File: src/rtl/bus_transfer_seq.sv
// Bus transfer sequencer: moves one word from a source register to a destination register
// over the shared data bus using one-hot output enables (eo) and input enables (ei).
module bus_transfer_seq #(
  parameter int NREGS = 4,
  parameter int WIDTH = 8,
  parameter int IDXW  = 2
) (
  input  logic             clk,
  input  logic             reset,
  input  logic             req_valid,
  output logic             req_ready,
  input  logic [IDXW-1:0]  req_src,
  input  logic [IDXW-1:0]  req_dst,
  input  logic             req_rd_only,
  input  logic [WIDTH-1:0] bus_in,
  output logic [NREGS-1:0] eo,
  output logic [NREGS-1:0] ei,
  output logic [WIDTH-1:0] rd_data,
  output logic             rd_valid,
  output logic             err,
  output logic             busy,
  output logic [7:0]       xfer_count
);

  typedef enum logic [1:0] {S_IDLE, S_DRIVE, S_LATCH, S_DONE} state_t;

  state_t           r_state, w_state_nxt;
  logic [IDXW-1:0]  r_src, r_dst;
  logic             r_wr;
  logic [NREGS-1:0] r_eo, w_eo_nxt, r_ei;
  logic             r_rd_valid, w_rd_valid_nxt;
  logic             r_err, w_err_nxt;
  logic [WIDTH-1:0] r_rd_data;
  logic [7:0]       r_xfer_count;
  logic             w_accept, w_bad;

  function automatic logic [NREGS-1:0] f_onehot(input logic [IDXW-1:0] idx);
    logic [NREGS-1:0] oh;
    for (int k = 0; k < NREGS; k++) oh[k] = (int'(idx) == k);
    return oh;
  endfunction

  assign w_accept = req_valid && (r_state == S_IDLE);
  assign w_bad    = (int'(req_src) >= NREGS) || (!req_rd_only && (int'(req_dst) >= NREGS));

  // NOTE: sequential state uses non-blocking assignments so every flop samples pre-edge values.
  always_ff @(posedge clk or posedge reset) begin
    if (reset) r_state <= S_IDLE;
    else       r_state <= w_state_nxt;
  end

  // NOTE: every combinational output gets a default first, so no path can infer a latch.
  always_comb begin
    w_state_nxt = r_state;
    case (r_state)
      S_IDLE:  if (w_accept) w_state_nxt = w_bad ? S_DONE : S_DRIVE;
      S_DRIVE: w_state_nxt = r_wr ? S_LATCH : S_DONE;
      S_LATCH: w_state_nxt = S_DONE;
      S_DONE:  w_state_nxt = S_IDLE;
      default: w_state_nxt = S_IDLE;
    endcase
  end

  // Outputs are computed for the state being entered and registered on the same edge.
  always_comb begin
    w_eo_nxt       = '0;
    w_rd_valid_nxt = 1'b0;
    w_err_nxt      = 1'b0;
    if (w_state_nxt == S_DRIVE && r_state == S_IDLE) w_eo_nxt = f_onehot(req_src);
    else if (w_state_nxt == S_LATCH)                 w_eo_nxt = r_eo;
    if (w_state_nxt == S_DONE) begin
      w_err_nxt      = (r_state == S_IDLE);
      w_rd_valid_nxt = (r_state != S_IDLE);
    end
  end

  always_ff @(posedge clk or posedge reset) begin
    if (reset) begin
      r_src        <= '0;
      r_dst        <= '0;
      r_wr         <= 1'b0;
      r_eo         <= '0;
      r_rd_valid   <= 1'b0;
      r_err        <= 1'b0;
      r_rd_data    <= '0;
      r_xfer_count <= '0;
    end else begin
      if (w_accept) begin
        r_src <= req_src;
        r_dst <= req_dst;
        r_wr  <= !req_rd_only && (req_dst != req_src);
      end
      r_eo       <= w_eo_nxt;
      r_rd_valid <= w_rd_valid_nxt;
      r_err      <= w_err_nxt;
      if (r_state == S_DRIVE) r_rd_data <= bus_in;
      if (r_state == S_LATCH) r_xfer_count <= r_xfer_count + 8'd1;
    end
  end

  // ei launches on the falling edge so clk&ei has exactly one clean high phase, ending LATCH.
  always_ff @(negedge clk or posedge reset) begin
    if (reset) r_ei <= '0;
    else       r_ei <= (r_state == S_LATCH) ? f_onehot(r_dst) : '0;
  end

  assign req_ready  = (r_state == S_IDLE);
  assign busy       = (r_state != S_IDLE);
  assign eo         = r_eo;
  assign ei         = r_ei;
  assign rd_data    = r_rd_data;
  assign rd_valid   = r_rd_valid;
  assign err        = r_err;
  assign xfer_count = r_xfer_count;

  // The source index is only used to build eo at accept time; keep it for debug visibility.
  logic w_unused_src;
  assign w_unused_src = ^r_src;

endmodule

File: config.mk
export PLATFORM = sky130hd
export DESIGN_NAME = bus_transfer_seq
export DESIGN_NICKNAME = d
export VERILOG_FILES = /design/src/rtl/bus_transfer_seq.sv
export SDC_FILE = /design/constraint.sdc
export NUM_CORES = 1
export LEC_CHECK = 0
export ABC_AREA = 1
export BUFFER_PORTS_ARGS = -buffer_cell sky130_fd_sc_hd__buf_2
export CAP_MARGIN = 5
export CORE_MARGIN = 2
export CORE_UTILIZATION = 35
export DETAILED_ROUTE_END_ITERATION = 7
export GPL_TIMING_DRIVEN = 0
export HOLD_SLACK_MARGIN = 0.12
export SYNTH_ARGS = -nofsm -noshare
export SYNTH_HDL_FRONTEND = slang
export SYNTH_SLANG_ARGS = --single-unit
File: constraint.sdc
create_clock -name clk -period 1.2 [get_ports clk]
set_input_delay 0.12 -clock clk [delete_from_list [all_inputs] [get_ports clk]]
set_output_delay 0.12 -clock clk [all_outputs]
set_load 0.02 [all_outputs]
==> out/qor.csv <==
stage,metric,value,unit
cts,cts_hold_buf,10,
cts,cts_tree,done,
cts,h-tree-depth,2,
placed_design,port_buffers,43,
global_routing,grt_pass1_wl,5.28,mm
setup_path,cp_slowest_stage_delay,0.42,ns
synthesis,syn-cell-area,1350,sq um
synthesis,synthTopCellsByArea,"dfrtp_1 (50%), dfrtn_1 (7.4%), nand2_1 (7.2%)",
cts,worstSkewPairLatency,0.28,ns
cts,numCtsBuffers,5,
sta,finClkSkew,0.00936,ns
setup_path,worst_ep_required_time,1.08,ns
sta,finalSetupTns,-4.93,ns
power_and_ir_drop,power.total,6.08,mW
global_routing,overflow,0,
setup_path,critPathLaunchType,register,
die,die_y,66.1,um
sta,tightest_slew,0.663,ns
die,dieWidth,66.1,um
setup_path,cp.buffers_inverters,1,
setup_path,critical_path_arrival,1.43,ns
placed_design,dpl.hpwl,1.91,mm
route,via_per_inst,4.58,
synthesis,syn_nets,154,
placed_design,placedCellCount,224,
synthesis,yosysWarnings,0,
die,start_util,0.366,
job,maxCapViolCount,0,
setup_path,crit_chain,buf_6,
route,drtAntennaViolNets,0,
sta,hold_slack,-0.0662,ns
outcome,status,"finished, violations left",
worst_hold_path,hold_path_class,in -> async,
sta,finalSetupViolCount,30,
synthesis,avgSynthCellArea,10.2,sq um
cts,clock_sinks,31,
sta,maxSlewViolCount,0,
power_and_ir_drop,peakVddDrop,1.89,mV
power_and_ir_drop,leakagePower,1.14,nW
setup_path,critical_path_peak_fanout,1,
route,drt_iter0_markers,20,
finish,n_antenna_cell,0,
finish,area_growth,64.9,%
finish,final_cells,252,
cts,cts_max_path_buffers,2,
global_routing,antenna_found_initial,0,
synthesis,synth_cell_types,18,
route,dr.pass1.iters,4,
die,num_io_pins,44,
sta,hold_viol,27,
die,placementRows,22,
sta,setup_slack,-0.347,ns
synthesis,ys_seq_area_frac,0.574,
route,num_vias,1153,
setup_path,critPathSlowestCell,dfrtn_1,
synthesis,synthCells,133,
setup_path,crit_family,flip-flops,
cts,cts_root_buffer,clkbuf_8,
setup_path,end_kind,primary output,
setup_path,path_class,reg -> out,
synthesis,yosys_register_bits,31,
global_routing,grt_max_degree,32,
global_routing,grt.total_usage,0.162,
power_and_ir_drop,p_per_area,2730,nW/um^2
route,drcViolationCount,0,
die,core,3690,sq um
route,routedWlPerCell,12.9,um
route,wl,3.26,mm
finish,nNetsFinal,224,
synthesis,yosys.area.top_type,dfrtp_1,
placed_design,gp_congestion,0.774,
sta,rsz0062_at_grt,yes,
cts,clkTransAtPathRegs,0.06,ns
synthesis,synth_top_area_frac,0.500,
finish,drive_gt1_frac,0.529,
global_routing,grt_pass1_vias,1184,
sta,relSlewSlack,0.557,
die,die-area,4370,sq um
outcome,violations,"hold timing, setup timing",
-- state kept, by name, indices dropped and copies added, names as in the netlist --
signal and count:
xfer_count 8, err 1, eo 4, rd_valid 1, r_dst 2, r_state 2, rd_data 8, r_wr 1
ei 4
-- worst register-to-register path: cells and delay by family (launching register included) --
family / cells / cell delay (ns)
and+or+nand+nor: 1 / 0.04
DFF: 1 / 0.45
buffers and inverters: 1 / 0.08
adders and majority gates: 1 / 0.19
-- path summary, 6_finish.rpt --
kind	startpoint	endpoint	slack [ns]	cells past startpoint
min in group clk	req_dst[0]	r_dst[0]$_DFFE_PP0P_	0.13	3
setup / recovery	ei[1]$_DFF_NP0_	ei[1]	-0.35	1
setup reg to reg	r_state[1]$_DFF_PP0_	ei[2]$_DFF_NP0_	-0.30	3
max in group asynchronous	reset	ei[0]$_DFF_NP0_	0.38	2
hold reg to reg	r_wr$_DFFE_PP0P_	r_wr$_DFFE_PP0P_	0.49	2
hold / removal	reset	rd_data[7]$_DFFE_PP0N_	-0.07	2
-- metal layers --
metal	GRT usage	up-vias	part of all wire
met5	0	-	0
met4	0.0612	0	0.0086
met3	0.0409	3	0.042
met2	0.286	37	0.52
met1	0.188	557	0.43
li1	-	556	-
-- placed cells by master, fill, tap and decap left out, types with 5 or more instances in the layout --
master and count:
buf_2 37, dfrtp_1 26, nand2_1 22, inv_1 15, buf_6 13, dlygate4sd3_1 10
nand3_2 7, mux2_4 7, clkbuf_8 7, nand2_4 5, nand4_1 5
-- logic make-up after synthesis --
| family | after synthesis | share of synthesized area |
|---|---|---|
| multiplexers | 8 | 0.0667 |
| flip-flops | 31 | 0.574 |
| XOR/XNOR | 6 | 0.0389 |
| buffers and inverters | 22 | 0.0639 |
| AND/OR/NAND/NOR | 59 | 0.203 |
| AO/OA/AOI/OAI | 2 | 0.00741 |
| adder cells (fa/ha/maj) | 5 | 0.0463 |
-- cell type report --
| cell class | count | area, sq um |
|---|---|---|
| Clock buffer | 8 | 100 |
| Fill cell | 312 | 1460 |
| Inverter | 21 | 90.1 |
| Multi-Input combinational cell | 80 | 727 |
| Sequential cell | 31 | 777 |
| Tap cell | 48 | 60.1 |
| Timing Repair Buffer | 64 | 474 |
-- cell usage after synthesis --
master,number
dfrtp_1,27
nand2_1,26
inv_1,21
nor2_1,9
mux2_2,8
nand3_1,7
nor3_1,6
ha_1,5
nand4_1,5
dfrtn_1,4
nand2_2,3
xnor2_1,3
xor2_1,3
a21oi_1,2
buf_4,1
nand3_2,1
nor2_2,1
nor2_4,1
-- stage by stage --
| step | instance area (sq um) | utilization | hold WS (ns) | worst slack (ns) |
|---|---|---|---|---|
| floorplan | 1380 | - | 0.0421 | -0.236 |
| detailed placement | 1650 | 0.447 | 0.258 | -0.292 |
| global placement | 1650 | 0.447 | 0.239 | -0.269 |
| finish | 2230 | 0.604 | -0.0662 | -0.347 |
| global route | 2230 | 0.604 | -0.00847 | -0.363 |
| CTS | 2190 | 0.594 | -0.0473 | -0.349 |
-- repair_timing --
action / CTS / global route
setup buffers: 11 / 2
resized for setup: 58 / 16
pin swaps: 15 / 8
setup endpoints to repair: 30 / 34
endpoints found under the hold margin: 37 / 27
-- report_power, final --
group / internal (mW) / switching, mW
sequential: 1.45 / 0.316
clock: 0.522 / 0.359
combinational: 1.56 / 1.88
total: 3.53 / 2.55
(Power assumes the default switching activity.)
